<file path="src/rtl/sram_port_arbiter_pkg.sv">
// Shared types and constants for the data-SRAM port arbiter.
// Requester indices, FSM encoding and a one-hot helper.
package sram_port_arbiter_pkg;

    localparam int NREQ      = 3;
    localparam int REQ_HOST  = 0;
    localparam int REQ_FETCH = 1;
    localparam int REQ_WB    = 2;

    typedef enum logic {
        IDLE = 1'b0,
        OWN  = 1'b1
    } arb_state_t;

    function automatic logic [NREQ-1:0] onehot3(input logic [1:0] idx);
        return 3'b001 << idx;
    endfunction

endpackage

</file>
<file path="src/rtl/sram_port_arbiter_prio_pick3.sv">
// Combinational 3-way fixed-priority picker.
// Write-back beats fetch beats host.
module prio_pick3
    import sram_port_arbiter_pkg::*;
(
    input  logic [2:0] mask,
    output logic       any,
    output logic [1:0] idx
);

    // Highest set index wins
    always_comb begin
        any = |mask;
        idx = 2'(REQ_HOST);
        priority case (1'b1)
            mask[REQ_WB]:    idx = 2'(REQ_WB);
            mask[REQ_FETCH]: idx = 2'(REQ_FETCH);
            default:         idx = 2'(REQ_HOST);
        endcase
    end

endmodule

</file>
<file path="src/rtl/sram_port_arbiter.sv">
// Burst-locked arbiter for the shared single-port data SRAM.
// Fixed priority with starvation promotion; one bubble between owners.
module sram_port_arbiter
    import sram_port_arbiter_pkg::*;
#(
    parameter int DATAWIDTH    = 16,
    parameter int ADDRW        = 10,
    parameter int MAX_BURST    = 16,
    parameter int STARVE_LIMIT = 32
) (
    input  logic                        clk,
    input  logic                        rst_n,
    input  logic [NREQ-1:0]             req,
    input  logic [NREQ-1:0]             we,
    input  logic [NREQ*ADDRW-1:0]       addr,
    input  logic [NREQ*DATAWIDTH-1:0]   wdata,
    output logic [NREQ-1:0]             gnt,
    output logic [NREQ-1:0]             rvalid,
    output logic [DATAWIDTH-1:0]        rdata,
    output logic                        busy,
    output logic [ADDRW-1:0]            sram_addr,
    output logic [DATAWIDTH-1:0]        sram_wdata,
    output logic                        sram_wr,
    input  logic [DATAWIDTH-1:0]        sram_rdata
);

    localparam int BW = $clog2(MAX_BURST) + 1;
    localparam int WW = $clog2(STARVE_LIMIT) + 1;

    arb_state_t           state;
    logic [1:0]           own;
    logic [BW-1:0]        bcnt;
    logic [WW-1:0]        wcnt [NREQ];
    logic [ADDRW-1:0]     a_arr [NREQ];
    logic [DATAWIDTH-1:0] d_arr [NREQ];
    logic [NREQ-1:0]      starved;
    logic                 access;
    logic                 last;
    logic                 s_any;
    logic                 r_any;
    logic [1:0]           s_idx;
    logic [1:0]           r_idx;
    logic [1:0]           win;

    for (genvar g = 0; g < NREQ; g++) begin : g_req
        assign a_arr[g]   = addr[g*ADDRW +: ADDRW];
        assign d_arr[g]   = wdata[g*DATAWIDTH +: DATAWIDTH];
        assign starved[g] = req[g] && (wcnt[g] >= WW'(STARVE_LIMIT));
    end

    prio_pick3 u_pick_starved (
        .mask (starved),
        .any  (s_any),
        .idx  (s_idx)
    );

    prio_pick3 u_pick_req (
        .mask (req),
        .any  (r_any),
        .idx  (r_idx)
    );

    assign win    = s_any ? s_idx : r_idx;
    assign access = (state == OWN) && req[own];
    assign last   = access && (bcnt == BW'(MAX_BURST - 1));
    assign rdata  = sram_rdata;

    // Owner's request drives the SRAM only on an access cycle
    always_comb begin
        sram_addr  = '0;
        sram_wdata = '0;
        sram_wr    = 1'b0;
        if (access) begin
            sram_addr  = a_arr[own];
            sram_wdata = d_arr[own];
            sram_wr    = we[own];
        end
    end

    // Grant FSM: arbitrate in IDLE, hold the grant through the burst
    always_ff @(posedge clk or negedge rst_n) begin
        if (!rst_n) begin
            state <= IDLE;
            own   <= '0;
            bcnt  <= '0;
            gnt   <= '0;
            busy  <= 1'b0;
        end else begin
            unique case (state)
                IDLE: begin
                    if (r_any) begin
                        state <= OWN;
                        own   <= win;
                        bcnt  <= '0;
                        gnt   <= onehot3(win);
                        busy  <= 1'b1;
                    end
                end
                OWN: begin
                    if (!access || last) begin
                        state <= IDLE;
                        gnt   <= '0;
                        busy  <= 1'b0;
                    end else begin
                        bcnt <= bcnt + 1'b1;
                    end
                end
                default: state <= IDLE;
            endcase
        end
    end

    // Read strobe follows the read access by one cycle
    always_ff @(posedge clk or negedge rst_n) begin
        if (!rst_n) begin
            rvalid <= '0;
        end else if (access && !we[own]) begin
            rvalid <= onehot3(own);
        end else begin
            rvalid <= '0;
        end
    end

    // Saturating wait counters drive starvation promotion
    always_ff @(posedge clk or negedge rst_n) begin
        if (!rst_n) begin
            for (int i = 0; i < NREQ; i++) wcnt[i] <= '0;
        end else begin
            for (int i = 0; i < NREQ; i++) begin
                if (!req[i]) begin
                    wcnt[i] <= '0;
                end else if (state == IDLE && win == 2'(i)) begin
                    wcnt[i] <= '0;
                end else if (!(state == OWN && own == 2'(i)) &&
                             wcnt[i] < WW'(STARVE_LIMIT)) begin
                    wcnt[i] <= wcnt[i] + 1'b1;
                end
            end
        end
    end

endmodule

</file>
<file path="config.mk">
export PLATFORM = sky130hd
export DESIGN_NAME = sram_port_arbiter
export DESIGN_NICKNAME = d
export VERILOG_FILES = /design/src/rtl/sram_port_arbiter_pkg.sv /design/src/rtl/sram_port_arbiter_prio_pick3.sv /design/src/rtl/sram_port_arbiter.sv
export SDC_FILE = /design/constraint.sdc
export NUM_CORES = 1
export LEC_CHECK = 0
export ABC_AREA = 1
export CELL_PAD_IN_SITES_DETAIL_PLACEMENT = 1
export CELL_PAD_IN_SITES_GLOBAL_PLACEMENT = 2
export CORE_UTILIZATION = 19
export DETAILED_ROUTE_END_ITERATION = 8
export GPL_TIMING_DRIVEN = 0
export PLACE_DENSITY_LB_ADDON = 0.12
export SETUP_SLACK_MARGIN = 0.5
export SLEW_MARGIN = 20
export SYNTH_ARGS = -nofsm -noshare
export SYNTH_HDL_FRONTEND = slang
export SYNTH_SLANG_ARGS = --single-unit
</file>
<file path="constraint.sdc">
create_clock -name clk -period 4.3 [get_ports clk]
set_clock_uncertainty 0.15 [all_clocks]
set_input_delay 0.645 -clock clk [delete_from_list [all_inputs] [get_ports clk]]
set_output_delay 0.645 -clock clk [all_outputs]
set_load 0.02 [all_outputs]
</file>
==> impl_metrics.toml <==
[run_status]
status = "complete, no violations"

[logic_synthesis]
synth_area_sq_um = 2387
synth-seq-cells = 33
yosysTopAreaCell = "dfrtp_1"
post_synth_num_cell_types = 31
synth-seq-area-share = 0.3459
avgSynthCellArea_sq_um = 7.021
netlist_top_cells_area = "dfrtp_1 (35%), nand2_1 (20%), a31oi_1 (6.8%)"
syn_nets = 449
ys.warnings.count = 0
synth-main-ff-cell = "dfrtp_1"
yosysMostFrequentCell = "nand2_1"
synth_edf_count = 0
yosys-top-cells-count = "nand2_1 (129), dfrtp_1 (33), inv_1 (29), a31oi_1 (26), nor2_1 (23)"
synth.top_cell.area_share = 0.3459
synthArstFlopShare = 1.000
synthCells = 340

[floorplan]
row_count = 40
die_w_microns = 114.1
initial_utilization = 0.1971
dieArea_sq_um = 13020
die_h_microns = 114.1
core_area_sq_um = 12110
ios = 152

[worst_setup_path]
cp.arrival_ns = 2.68
cp_max_fo = 10
cpMaxStageDelayCell = "clkdlybuf4s50_1"
worst_ep_required_time_ns = 3.50
critical_path_class = "in2out"
cpMostUsedCell = "clkdlybuf4s50_1"
crit_path_start_kind = "primary input"
worst-path-buf-inv = 3
cp_slowest_stage_delay_ns = 0.65
endpoint_kind = "output pin"
crit_chain = "clkdlybuf4s50_1, nand3_1, nand3_2, nand2_4, buf_6, a31oi_1, clkdlybuf4s50_1"
crit_family = "buffers and inverters"

[place]
port-buffer-count = 135
pre_cts_ws_ns = 0.8120
dp_hpwl_mm = 7.699
dpl.cell_count = 644
gp_congestion = 0.7332

[detailed_routing]
route.detailed.drc = 0
wl_per_cell_microns = 14.50
drt_iter0_drc = 43
viasPerCell = 4.218
antenna_left = 0
routed_wl_mm = 9.442
first_pass_iters = 4
vias = 2746

[clocking]
cts_resized = 0
cts_hold_buffers = 0
clkLatencyLatePin_ns = 0.28
cts_inserted_buffers = 5
htreeDepth = 2
root_buffer = "clkbuf_16"
post-cts-setup-buffers = 0
cts_buffer_depth = 2
cts_tree = "yes"
clkSinkCount = 33
clkTransAtPathRegs_ns = 0.05

[grt]
antenna_found_initial = 0
grt.overflow.total = 0
grt_pass1_wl_mm = 14.77
grt.total_usage = 0.1455
grt_pass1_vias = 2831
grt_max_degree = 19

[finish]
final_nets = 592
n_antenna_cell = 0
area_growth_pct = 72.48
instances_no_fill = 651
layout-drive-gt1-share = 0.1056

[timing]
setup_tns_ns = 0
rsz0062_at_grt = "false"
drv_slew = 0
period_share = 0.8086
finalCriticalPeriod_ns = 3.477
worstMarginPinSlew_ns = 0.4489
max_freq_mhz = 287.6
hold_viol = 0
slew_headroom = 0.7008
setup_viol = 0
layout_setup_ws_ns = 0.8230

[power_and_ir_drop]
ir_drop_uv = 251.2
p_per_area_nw_per_um2 = 503.7
power_leakage_nw = 1.736

[hold_path]
hp-class = "in2async"

[run]
drv_cap = 0
## placed cells by master (no fill, tap or decap), types with 2 or more instances in the layout
master,netlist,layout
inv_1,29,29
nand3_1,19,19
nor2_1,23,23
nand2_2,2,2
clkdlybuf4s50_1,0,134
nor2_2,2,2
buf_4,20,20
a31oi_1,26,26
nand4_1,2,2
xor2_1,5,5
dfrtp_1,33,33
nand2_1,129,129
ha_1,7,7
inv_2,4,4
nor3_1,5,5
buf_6,5,5
nand2_4,2,2
clkbuf_16,0,5
a21oi_1,9,9
o21ai_0,4,4
buf_2,2,3
## flip-flops by register name (all words and copies together) (netlist names)
| register | cells |
|---|---|
| busy | 1 |
| gnt | 3 |
| state | 1 |
| own | 2 |
| wcnt | 18 |
| rvalid | 3 |
| bcnt | 5 |
## worst paths after layout
kind / end / slack [ns] / cells after the start / start
min in group clk: busy$_DFFE_PN0P_ / 0.32 / 2 / busy$_DFFE_PN0P_
min: wcnt[12]$_DFFE_PN0P_ / 0.16 / 1 / rst_n
max: sram_wdata[9] / 0.82 / 7 / req[2]
max in group asynchronous: rvalid[1]$_DFF_PN0_ / 3.39 / 2 / rst_n
max reg2reg: gnt[0]$_DFFE_PN0P_ / 2.59 / 10 / bcnt[0]$_DFFE_PN0P_
min reg2reg: busy$_DFFE_PN0P_ / 0.32 / 2 / busy$_DFFE_PN0P_
## logic make-up (layout without fill, tap and decap cells)
logic type	count (synthesis)	count (layout)	share of synthesized area
DFF	33	33	0.3459
muxes	1	1	0.004193
buffers and inverters	60	203	0.1426
AOI/OAI and AO/OA	45	45	0.1169
xor gates and xnor gates	6	6	0.02201
and+or+nand+nor	188	188	0.3318
adders and majority gates	7	7	0.03669
## layout make-up
| type | instances | area (sq um) |
|---|---|---|
| well taps | 168 | 210.2 |
| multi-input cells | 247 | 1221 |
| fillers | 1505 | 7994 |
| clock buffers | 6 | 138.9 |
| plain buffers | 27 | 216.5 |
| clock inverters | 1 | 7.507 |
| inverters | 33 | 123.9 |
| flip-flops and latches | 33 | 825.8 |
| repair buffers | 136 | 1374 |
## stage by stage
stage,util,instance area (sq um),hold WS [ns],power (mW)
after global routing,0.3400,4118,0.1929,2.253
after floorplan,-,2387,0.1994,1.204
after global placement,0.3260,3949,0.3120,1.738
after CTS,0.3400,4118,0.1757,2.126
final,0.3400,4118,0.1634,2.074
after detailed placement,0.3279,3971,0.3126,1.755
## per-layer routing
layer / global-route usage / part of all wire / up-vias
li1: - / - / 1360
met4: 0.03550 / 0.017 / 0
met3: 0.02806 / 0.054 / 9
met2: 0.2768 / 0.53 / 75
met5: 0 / 0 / -
met1: 0.1656 / 0.40 / 1302
## power by group
part	switching [mW]	internal [mW]
Clock	0.130	0.227
Sequential	0.0550	0.383
Combinational	0.757	0.522
Total	0.942	1.13
No activity file was read; power rests on OpenSTA's default activity.
